==> src/rtl/sid_waveform_mixer_pkg.sv <==
// ============================================================================
// Package : sid
// Purpose : Shared types, indices and helpers for the SID waveform mixer.
//           Provides chip model / phase / waveform bus typedefs, the
//           selector bit indices and the combined-waveform table function
//           used by sid_combined_rom (build macro SID_COMBINED_ROM_EN).
// Revision: 1.0 - initial release
// ============================================================================
`default_nettype none

package sid;

  typedef logic [11:0] reg12_t;

  typedef enum logic {
    MOS6581 = 1'b0,
    MOS8580 = 1'b1
  } model_e;

  // One-hot SID cycle phase strobes
  localparam int PHI1 = 0;
  localparam int PHI2 = 1;
  typedef logic [1:0] phase_t;

  // Selector bit indices: {noise, pulse, saw, tri}
  localparam int WAVE_TRI = 0;
  localparam int WAVE_SAW = 1;
  localparam int WAVE_PUL = 2;
  localparam int WAVE_NOI = 3;

  typedef struct packed {
    logic [3:0] selector;
    logic [7:0] noise;
    logic       pulse;
    reg12_t     saw_tri;
  } waveform_i_t;

  typedef struct packed {
    reg12_t     wave;
    logic [7:0] noise_wb;
  } waveform_o_t;

  // Combined-table page for a tri/saw/pulse selector with >=2 bits set:
  // 0 = saw+tri, 1 = pulse+saw, 2 = pulse+tri, 3 = pulse+saw+tri.
  function automatic logic [1:0] sel_ts_ps(input logic [2:0] sel);
    logic [1:0] page;
    page = 2'd0;
    case (sel)
      3'b011:  page = 2'd0;
      3'b110:  page = 2'd1;
      3'b101:  page = 2'd2;
      3'b111:  page = 2'd3;
      default: page = 2'd0;
    endcase
    return page;
  endfunction

  // Table entry with pulse held high (the mixer ANDs in PUL afterwards).
  // Analytic stand-in for the measured reSID tables: on the 6581 a set bit
  // survives only when a neighbouring bit is also set, mimicking the
  // stronger pull-down between adjacent DAC bits; the 8580 keeps the AND.
  function automatic reg12_t combined_entry(input model_e m,
                                            input logic [1:0] page,
                                            input reg12_t st);
    reg12_t tri_v;
    reg12_t base;
    tri_v = {st[10:0], 1'b0};
    base  = '0;
    case (page)
      2'd0:    base = st & tri_v;
      2'd1:    base = st;
      2'd2:    base = tri_v;
      default: base = st & tri_v;
    endcase
    if (m == MOS6581) begin
      base = base & ((base << 1) | (base >> 1));
    end
    return base;
  endfunction

endpackage

`default_nettype wire

==> src/rtl/sid_waveform_mixer_combined_rom.sv <==
// ============================================================================
// Module  : sid_combined_rom
// Purpose : Per-model 4096x12 combined-waveform tables, synchronous read.
//           Only instantiated when SID_COMBINED_ROM_EN is defined.
// Ports   : clk, res_n (sync active-low), rd_en_i (PHI1 strobe),
//           addr_i {model, page[1:0], saw_tri[11:0]}, data_o (1-clk latency)
// Revision: 1.0 - initial release
// ============================================================================
`default_nettype none

module sid_combined_rom
  import sid::*;
(
  input  logic        clk,
  input  logic        res_n,
  input  logic        rd_en_i,
  input  logic [14:0] addr_i,
  output reg12_t      data_o
);

  reg12_t data_q;
  model_e addr_model;

  assign addr_model = model_e'(addr_i[14]);

  always_ff @(posedge clk) begin
    if (!res_n) begin
      data_q <= '0;
    end else if (rd_en_i) begin
      data_q <= combined_entry(addr_model, addr_i[13:12], addr_i[11:0]);
    end
  end

  assign data_o = data_q;

endmodule

`default_nettype wire

==> src/rtl/sid_waveform_mixer.sv <==
// ============================================================================
// Module  : sid_waveform_mixer
// Purpose : Waveform selector / DAC input stage. Registers the oscillator
//           waveform bus at PHI1, resolves single or combined waveforms and
//           updates the DAC value at PHI2 (one SID cycle latency). With no
//           waveform selected the output floats: it is held, and after a
//           model-dependent time-to-live it fades by one bit per millisecond.
// Ports   : clk, res_n (sync active-low), tick_ms (1 ms strobe), model,
//           phase (one-hot PHI1/PHI2), wave_i (waveform bus),
//           wave_o (12-bit DAC value), noise_wb (LFSR writeback mask)
// Config  : SID_COMBINED_ROM_EN - combined tri/saw/pulse values come from
//           per-model tables instead of a plain bitwise AND.
// Revision: 1.0 - initial release
// ============================================================================
`default_nettype none

module sid_waveform_mixer
  import sid::*;
#(
  parameter logic [13:0] FADE_TTL_6581 = 14'd54,
  parameter logic [13:0] FADE_TTL_8580 = 14'd800
) (
  input  logic        clk,
  input  logic        res_n,
  input  logic        tick_ms,
  input  model_e      model,
  input  phase_t      phase,
  input  waveform_i_t wave_i,
  output reg12_t      wave_o,
  output logic [7:0]  noise_wb
);

  waveform_i_t in_q;
  model_e      model_q;
  waveform_o_t out_q, out_d;
  logic [13:0] fade_cnt_q, fade_cnt_d;

  reg12_t      w_tri, w_saw, w_pul, w_noi, w_mixed;
  logic [3:0]  w_sel_live;
  logic        w_floating;
  logic [13:0] w_ttl;

  assign w_tri = {in_q.saw_tri[10:0], 1'b0};
  assign w_saw = in_q.saw_tri;
  assign w_pul = {12{in_q.pulse}};
  assign w_noi = {in_q.noise, 4'b0000};

  // A nonzero selector arriving with PHI1 already ends the floating state,
  // so it beats a tick_ms on the same clock.
  assign w_sel_live = phase[PHI1] ? wave_i.selector : in_q.selector;
  assign w_floating = (w_sel_live == 4'd0);
  assign w_ttl      = (model_q == MOS8580) ? FADE_TTL_8580 : FADE_TTL_6581;

`ifdef SID_COMBINED_ROM_EN
  reg12_t w_rom_data;
  reg12_t w_base;

  sid_combined_rom u_rom (
    .clk     (clk),
    .res_n   (res_n),
    .rd_en_i (phase[PHI1]),
    .addr_i  ({model, sel_ts_ps(wave_i.selector[2:0]), wave_i.saw_tri}),
    .data_o  (w_rom_data)
  );

  always_comb begin
    w_base = 12'hfff;
    if ($countones(in_q.selector[2:0]) >= 2) begin
      w_base = w_rom_data & (in_q.selector[WAVE_PUL] ? w_pul : 12'hfff);
    end else if (in_q.selector[WAVE_TRI]) begin
      w_base = w_tri;
    end else if (in_q.selector[WAVE_SAW]) begin
      w_base = w_saw;
    end else if (in_q.selector[WAVE_PUL]) begin
      w_base = w_pul;
    end
    w_mixed = in_q.selector[WAVE_NOI] ? (w_base & w_noi) : w_base;
  end
`else
  always_comb begin
    w_mixed = 12'hfff;
    if (in_q.selector[WAVE_TRI]) w_mixed = w_mixed & w_tri;
    if (in_q.selector[WAVE_SAW]) w_mixed = w_mixed & w_saw;
    if (in_q.selector[WAVE_PUL]) w_mixed = w_mixed & w_pul;
    if (in_q.selector[WAVE_NOI]) w_mixed = w_mixed & w_noi;
  end
`endif

  always_comb begin
    out_d      = out_q;
    fade_cnt_d = fade_cnt_q;
    if (w_floating) begin
      if (phase[PHI2]) begin
        out_d.noise_wb = 8'hff;
      end
      if (tick_ms) begin
        if (fade_cnt_q != 14'h3fff) begin
          fade_cnt_d = fade_cnt_q + 14'd1;
        end
        // Compare the pre-increment count: the tick that reaches TTL
        // still holds, the one after it starts fading.
        if (fade_cnt_q >= w_ttl) begin
          out_d.wave = out_q.wave >> 1;
        end
      end
    end else begin
      fade_cnt_d = '0;
      if (phase[PHI2]) begin
        out_d.wave     = w_mixed;
        out_d.noise_wb = (in_q.selector[WAVE_NOI] && (in_q.selector[2:0] != 3'd0))
                         ? w_mixed[11:4] : 8'hff;
      end
    end
  end

  always_ff @(posedge clk) begin
    if (!res_n) begin
      in_q           <= '0;
      model_q        <= MOS6581;
      out_q.wave     <= '0;
      out_q.noise_wb <= 8'hff;
      fade_cnt_q     <= '0;
    end else begin
      if (phase[PHI1]) begin
        in_q    <= wave_i;
        model_q <= model;
      end
      out_q      <= out_d;
      fade_cnt_q <= fade_cnt_d;
    end
  end

  assign wave_o   = out_q.wave;
  assign noise_wb = out_q.noise_wb;

endmodule

`default_nettype wire

==> config.mk <==
export PLATFORM = sky130hd
export DESIGN_NAME = sid_waveform_mixer
export DESIGN_NICKNAME = d
export VERILOG_FILES = /design/src/rtl/sid_waveform_mixer_pkg.sv /design/src/rtl/sid_waveform_mixer_combined_rom.sv /design/src/rtl/sid_waveform_mixer.sv
export SDC_FILE = /design/constraint.sdc
export NUM_CORES = 1
export LEC_CHECK = 0
export CAP_MARGIN = 20
export CORE_MARGIN = 3
export CORE_UTILIZATION = 35
export DETAILED_ROUTE_END_ITERATION = 10
export HOLD_SLACK_MARGIN = 0.15
export SKIP_LAST_GASP = 1
export SLEW_MARGIN = 20
export SYNTH_ARGS = -nofsm -noshare
export SYNTH_HDL_FRONTEND = slang
export SYNTH_SLANG_ARGS = --single-unit
==> constraint.sdc <==
create_clock -name clk -period 2.4 [get_ports clk]
set_input_delay 0.48 -clock clk [delete_from_list [all_inputs] [get_ports clk]]
set_output_delay 0.48 -clock clk [all_outputs]
set_load 0.02 [all_outputs]
======== Word level (Yosys, flattened, before mapping) ========
Index checks and enable logic that the tools add are counted.
operators by class
  shift-type cells ........................ 0
  $add $sub $neg .......................... 1
  divide/modulo/power cells ............... 0
  reduce and logical (&&, ||, !) cells .... 7
  eq/ne operators ......................... 3
  bitwise logic cells ..................... 3
  multiply operators ...................... 0
  $lt $le $gt $ge ......................... 1
  mux-type cells .......................... 12
operators by type and width
  operator                                                count
  2-to-1 mux 12 bit                                       6
  2-to-1 mux 20 bit                                       2
  bitwise AND 12 bit                                      3
  2-to-1 mux 8 bit                                        2
  adder 14 x 1 -> 14 bit (second input constant)          1
  greater-or-equal comparator 14 x 10 -> 1 bit            1
  inequality test 14 bit (second input constant)          1
  2-to-1 mux 10 bit                                       1
  logical NOT 4 bit                                       1
  2-to-1 mux 4 bit                                        1
  AND reduction 2 bit                                     2
  AND reduction 3 bit                                     1
  nonzero test 3 bit                                      1
  inequality test 2 x 1 -> 1 bit (second input constant)  1
  inequality test 2 bit (second input constant)           1
  nonzero test 2 bit                                      1
  logical AND 1 bit                                       1
storage, ports and cells
  output and inout port bits .............. 20
  flip-flop bits (word level) ............. 60
  word-level logic and storage cells ...... 35
  memory bits (writable) .................. 0
  bits of input ports ..................... 31
  memories kept ........................... 0
  latch bits .............................. 0
  bits in read-only memories .............. 0

======== Logic depth before layout (Yosys ltp) ========
Gate-level depths: netlist of the first run.
  word-level depth ........................ 10
  mapped depth ............................ 8
  gate-level depth less buffers ........... 7

======== Worst setup path before layout of the first run ========
Ideal clock, no wire load.
  kind .................................... flip-flop to flip-flop
  start point ............................. reg model_q
  end point ............................... reg out_q, in the netlist wave_o[10]
  data required time ...................... 2280 ps
  path slack .............................. 620 ps
  library setup time ...................... 120 ps
  clock period less this slack ............ 1780 ps
  buffers on the path ..................... 1
  stages on the path, launching flop included .. 8
  arrival time ............................ 1661 ps
  cells stage by stage .................... dfxtp_1 > inv_1 > ha_1 > a211o_1 > nor4_2 > a32oi_2 > buf_6 > mux2i_1
on the way
  longest elaborated chain between the ends .. 4
ends and longest elaborated chain
  item                                             line                       text
  start: declaration                               sid_waveform_mixer.sv:34   model_e model_q;
  start signal: assignment                         sid_waveform_mixer.sv:126  model_q <= model;
  2-to-1 mux 10 bit                                sid_waveform_mixer.sv:52   assign w_ttl = (model_q == MOS8580) ? FADE_TTL_8580 : FADE_TTL_6581;
  greater-or-equal comparator 14 x 10 -> 1 bit     sid_waveform_mixer.sv:102  if (fade_cnt_q >= w_ttl) begin
  inequality test 2 x 1 -> 1 bit (no source line)  -
  AND reduction 3 bit (no source line)             -
  end signal: assignment                           sid_waveform_mixer.sv:128  out_q <= out_d;
  end: declaration                                 sid_waveform_mixer.sv:35   waveform_o_t out_q, out_d;
No other way between the ends.
A chain may end at the register's enable or synchronous reset.

======== Worst setup path in the final report of the first run ========
  start point ............................. reg model_q
  end point ............................... reg out_q, in the netlist wave_o[5]
Same word-level chain as after synthesis.

==> flow_summary.ini, run 1 <==
[yosys]
synth_flop_cell = dfxtp_1
synthTopCellsByCount = dfxtp_1 (60), nor2b_1 (52), mux2i_1 (38)
synth-seq-area-share_pct = 40.0
ys_ff_latch = 60
synth_edf_count = 0
synth_area_sq_um = 3000
synth_cell_types = 38
synthArstFlopShare_pct = 0
ys_warn_count = 0
synth.most_common_cell = dfxtp_1
avgSynthCellArea_sq_um = 9.30
synth_nets = 360
yosys-top-cells-area = dfxtp_1 (40%), mux2i_1 (13%), nor2b_1 (11%), nand2_1 (4.5%), mux2_2 (4.1%)
synth_top_cell_area_share_pct = 40.0
synth_top_area_cell = dfxtp_1
netlist_instances = 323

[clocking]
cts_root_buf = clkbuf_8
cts-buffers-inserted = 9
cts_hold_buffers = 0
cts.path.max_buffers = 2
ctsHtreeMaxLevel = 3
numClockSinks = 60
ctsResizeCount = 0
clock_latency_ns = 0.34
path_clk_slew_ns = 0.07
cts_tree = yes
postCtsSetupBuffers = 0

[route]
drt_first_pass_iters = 4
wirelength_mm = 7.09
avgViaCountPerCell = 5.02
wl_per_cell_microns = 14.6
drc = 0
via_count = 2436
drt_iter0_markers = 81
ant_nets = 0

[die]
die_area_sq_um = 9730
die_y_microns = 98.6
ios = 51
coreArea_sq_um = 8260
initial_core_util_pct = 36.4
rows = 33
die_x_microns = 98.6

[sta]
tightest_slew_ns = 0.676
fmax_mhz = 493
slew_headroom_pct = 54.9
min_period_ns = 2.03
fin_ws_ns = 0.370
hold_slack_ns = 0.467
clock-skew-final_ns = 0.00917
slew_violations = 0
hold_violations = 0
tns_ns = 0
min_period_over_period_pct = 84.6
setup_violations = 0
rsz0062_at_grt = false

[global_routing]
first_global_vias = 2322
grt_max_degree = 59
grt_pass1_wl_mm = 11.6
overflow = 0
antenna_found_initial = 0
globalRouteTotalUtil_pct = 14.9

[setup_path]
startpoint_type = flop
arrival_ns = 2.25
crit_fanout = 11
cp-end-kind = flop
worstSetupPathType = flop to flop
r2r_slack_ns = 0.37
worstPathRequired_ns = 2.62

[placed_design]
dpl.hpwl_mm = 5.06
place.gp.congestion = 0.794
numPortBuffers = 50
place_inst = 469
place_ws_ns = 0.00579

[power_and_ir_drop]
peakVddDrop_mv = 0.357
p_per_area_nw_per_um2 = 636
p_total_mw = 2.45
leakage_nw = 1.50

[cells_and_area]
diodes = 0
final_cells = 485
layout.nets = 412
area_growth_pct = 28.0
layout-drive-gt1-share_pct = 11.1

[hold_path]
hp-class = flop to flop

[run]
maxCapViolations = 0

[outcome]
status = complete, no violations
==> layer usage <==
layer	GRT usage (%)	vias up	part of all wire (%)
li1	-	1229	-
met3	4.32	5	5.5
met1	19.1	1131	46
met2	24.2	71	47
met5	0	-	0
met4	4.73	0	0.69
==> placed cells by master, fill, tap and decap left out, types with 2 or more instances in the layout <==
cell / n
dfxtp_1: 60
nor2b_1: 52
clkdlybuf4s50_1: 50
mux2i_1: 38
nand2_1: 36
nor2_1: 15
mux2_2: 11
clkbuf_8: 11
xor2_1: 10
o22ai_1: 9
inv_1: 7
nor4_1: 7
nand3_1: 7
buf_4: 7
o211ai_1: 6
ha_1: 6
nand4_1: 5
a21oi_1: 4
a2111oi_0: 4
nor4_2: 3
and2_1: 3
and3_1: 3
a211oi_1: 2
and4_1: 2
nor3_1: 2
o21ai_0: 2
clkinv_2: 2
buf_12: 2
==> power by group <==
group,switching (mW),internal [mW]
Sequential,0.0494,1.05
Clock,0.403,0.533
Combinational,0.184,0.228
Total,0.637,1.81
==> sequential cells by signal (all words and copies together), names as in the netlist <==
signal      cells
wave_o         12
in_q           13
model_q         1
noise_wb        8
w_saw          12
fade_cnt_q     14
==> cells by family (layout without fill, tap and decap cells) <==
family,count (synthesis),in the layout,share of synthesized area [%]
AO/OA/AOI/OAI,33,33,8.04
XOR/XNOR,10,10,2.92
adder cells (fa/ha/maj),6,6,2.50
buffers and inverters,25,82,3.75
flip-flops,60,60,40.0
multiplexers,50,50,17.2
AND/OR/NAND/NOR,139,139,25.5
==> worst max-delay path, cell delays in order (launching register included) <==
cell and delay [ns]:
dfxtp_1 0.40, inv_1 0.10, ha_1 0.31, a211o_1 0.30
nor4_2 0.30, a32oi_2 0.20, buf_12 0.19, mux2i_1 0.11
==> final cells by class <==
type | instances | area, sq um
well taps | 105 | 131
clock buffers | 12 | 155
clock inverters | 4 | 47.5
fillers | 840 | 4410
multi-input cells | 238 | 1690
flip-flops and latches | 60 | 1200
inverters | 7 | 26.3
repair buffers | 59 | 593
==> metrics by stage <==
| stage | instance area, sq um | utilization [%] |
|---|---|---|
| 2_1_floorplan | 3000 | - |
| 3_3_place_gp | 3640 | 44.1 |
| 3_5_place_dp | 3640 | 44.1 |
| 4_1_cts | 3840 | 46.5 |
| 5_1_grt | 3840 | 46.5 |
| 6_report | 3840 | 46.5 |
==> worst paths after layout <==
path / startpoint / end / depth (start not counted)
setup reg to reg: model_q$_SDFFE_PN0P_ / wave_o[5]$_SDFFE_PN0P_ / 7
setup / recovery: model_q$_SDFFE_PN0P_ / wave_o[5]$_SDFFE_PN0P_ / 7
hold / removal: wave_o[0]$_SDFFE_PN0P_ / wave_o[0]$_SDFFE_PN0P_ / 2
hold reg to reg: wave_o[0]$_SDFFE_PN0P_ / wave_o[0]$_SDFFE_PN0P_ / 2
No activity file was read; power rests on OpenSTA's default activity.
==> inputs of run 2 (changes only) <==
- clock period: 2.4 -> 2.1 ns (I/O delays scaled with it)
==> run 2 against run 1 <==
Flip-flop and latch count stayed put. Final cell count is 2.3% higher. Sequential share of layout area is 0.81 points lower. Sequential power is 14% higher. Hold slack better by 0.013 ns. Worst setup slack worse by 0.22 ns. Wire length is 1.4% lower. Core utilization is 1.2 points higher. Non-clock buffer count is 11 higher.
==> flow_summary.ini, run 2 (synthesis gave the netlist of run 1 again) <==
[sta]
hold_slack_ns = 0.480
rsz0062_at_grt = false
min_period_over_period_pct = 93.0
slew_headroom_pct = 44.5
fmax_mhz = 512
clock-skew-final_ns = 0.00780
fin_ws_ns = 0.146
setup_violations = 0
tightest_slew_ns = 0.831
hold_violations = 0
slew_violations = 0
min_period_ns = 1.95
tns_ns = 0

[clocking]
ctsHtreeMaxLevel = 3
postCtsSetupBuffers = 0
clock_latency_ns = 0.34
cts-buffers-inserted = 9
cts_tree = yes
path_clk_slew_ns = 0.07
ctsResizeCount = 0
cts_root_buf = clkbuf_8
cts_hold_buffers = 0
numClockSinks = 60
cts.path.max_buffers = 2

[power_and_ir_drop]
p_per_area_nw_per_um2 = 746
leakage_nw = 1.57
p_total_mw = 2.94
power.switching_mw = 0.714
p_clk_share_pct = 40.9
peakVddDrop_mv = 0.405
comb_power_share_pct = 16.7
power.internal_mw = 2.23
power_frac_seq_pct = 42.4
swShare_pct = 24.3

[global_routing]
overflow = 0
globalRouteTotalUtil_pct = 15.2
grt_pass1_wl_mm = 12.0
antenna_found_initial = 0
grt_max_degree = 27
first_global_vias = 2502

[setup_path]
r2r_cells = 6
startpoint_type = input port
worstSetupPathType = input port to flop
reg2reg_from = in_q[23]$_SDFFE_PN0P_
rr_endpoint = wave_o[7]$_SDFFE_PN0P_
r2r_slack_ns = 0.23
arrival_ns = 2.22
worstPathRequired_ns = 2.36
cp-end-kind = flop
crit_fanout = 11

[cells_and_area]
final_common_cell = dfxtp_1
largest_reg_flops = 14
mostFrequentLayoutCells = dfxtp_1 (60), nor2b_1 (52), clkdlybuf4s50_1 (50)
layout-drive-gt1-share_pct = 13.8
area_growth_pct = 31.4
diodes = 0
reg.largest.list = fade_cnt_q x14, in_q x13
layout.nets = 423
largest_register = fade_cnt_q

[outcome]
status = complete, no violations

[route]
ant_nets = 0
drc = 0
drt_first_pass_iters = 4
via_count = 2424
wl_per_cell_microns = 14.1
wirelength_mm = 6.99
avgViaCountPerCell = 4.89
drt_iter0_markers = 78

[die]
ios = 51
coreArea_sq_um = 8260
rows = 33
die_area_sq_um = 9730
die_y_microns = 98.6
die_x_microns = 98.6
initial_core_util_pct = 36.4

[hold_path]
hold_start = wave_o[7]$_SDFFE_PN0P_
hp-class = flop to flop
hold_depth = 2
min_to = wave_o[7]$_SDFFE_PN0P_

[placed_design]
dpl.hpwl_mm = 5.18
place.gp.congestion = 0.779
numPortBuffers = 50
place_ws_ns = -0.200

[run]
maxCapViolations = 0
==> run 2: power by group through the flow <==
stage          logic [mW]  registers [mW]  clock network [mW]
2_1_floorplan       0.266            1.29                   0
3_3_place_gp        0.489            1.27                   0
3_5_place_dp        0.495            1.27                   0
4_1_cts             0.497            1.25                1.24
5_1_grt             0.539            1.26                1.28
6_report            0.490            1.25                1.20
==> run 2: layout make-up <==
class	count	area, sq um
Fill cell	811	4310
Tap cell	105	131
Multi-Input combinational cell	238	1690
Clock inverter	4	70.1
Sequential cell	60	1200
Timing Repair Buffer	70	663
Inverter	7	26.3
Clock buffer	12	165
==> run 2: per-stage QoR <==
| stage | utilization [%] | instances | area [sq um] |
|---|---|---|---|
| floorplan | - | 323 | 3000 |
| global placement | 44.9 | 480 | 3710 |
| detailed placement | 44.9 | 480 | 3710 |
| CTS | 47.8 | 496 | 3950 |
| global route | 47.8 | 496 | 3950 |
| finish | 47.8 | 496 | 3950 |
==> run 2: how the worst max path moves through the flow <==
stage / slack (ns) / end / depth (start not counted) / startpoint
after floorplan: 0.32 / wave_o[10]$_SDFFE_PN0P_ / 7 / model_q$_SDFFE_PN0P_
after global placement: -0.15 / wave_o[2]$_SDFFE_PN0P_ / 8 / wave_i[24]
after detailed placement: -0.20 / wave_o[0]$_SDFFE_PN0P_ / 8 / wave_i[24]
after CTS: 0.16 / wave_o[3]$_SDFFE_PN0P_ / 8 / wave_i[24]
after global routing: 0.04 / wave_o[2]$_SDFFE_PN0P_ / 8 / wave_i[24]
final: 0.15 / wave_o[5]$_SDFFE_PN0P_ / 8 / wave_i[24]
==> run 2: critical path, cell delays in order <==
cell and delay [ns]:
clkdlybuf4s50_1 0.44, nor4_2 0.35, buf_4 0.18, mux2i_2 0.09
nand2b_4 0.17, a32oi_2 0.20, buf_12 0.18, mux2i_1 0.19
==> run 2: per-layer routing <==
layer,track usage [%],vias to the layer above,part of all wire [%]
met5,0,-,0
li1,-,1248,-
met1,19.3,1109,48
met4,5.36,0,1.4
met3,4.18,11,4.2
met2,24.9,56,47
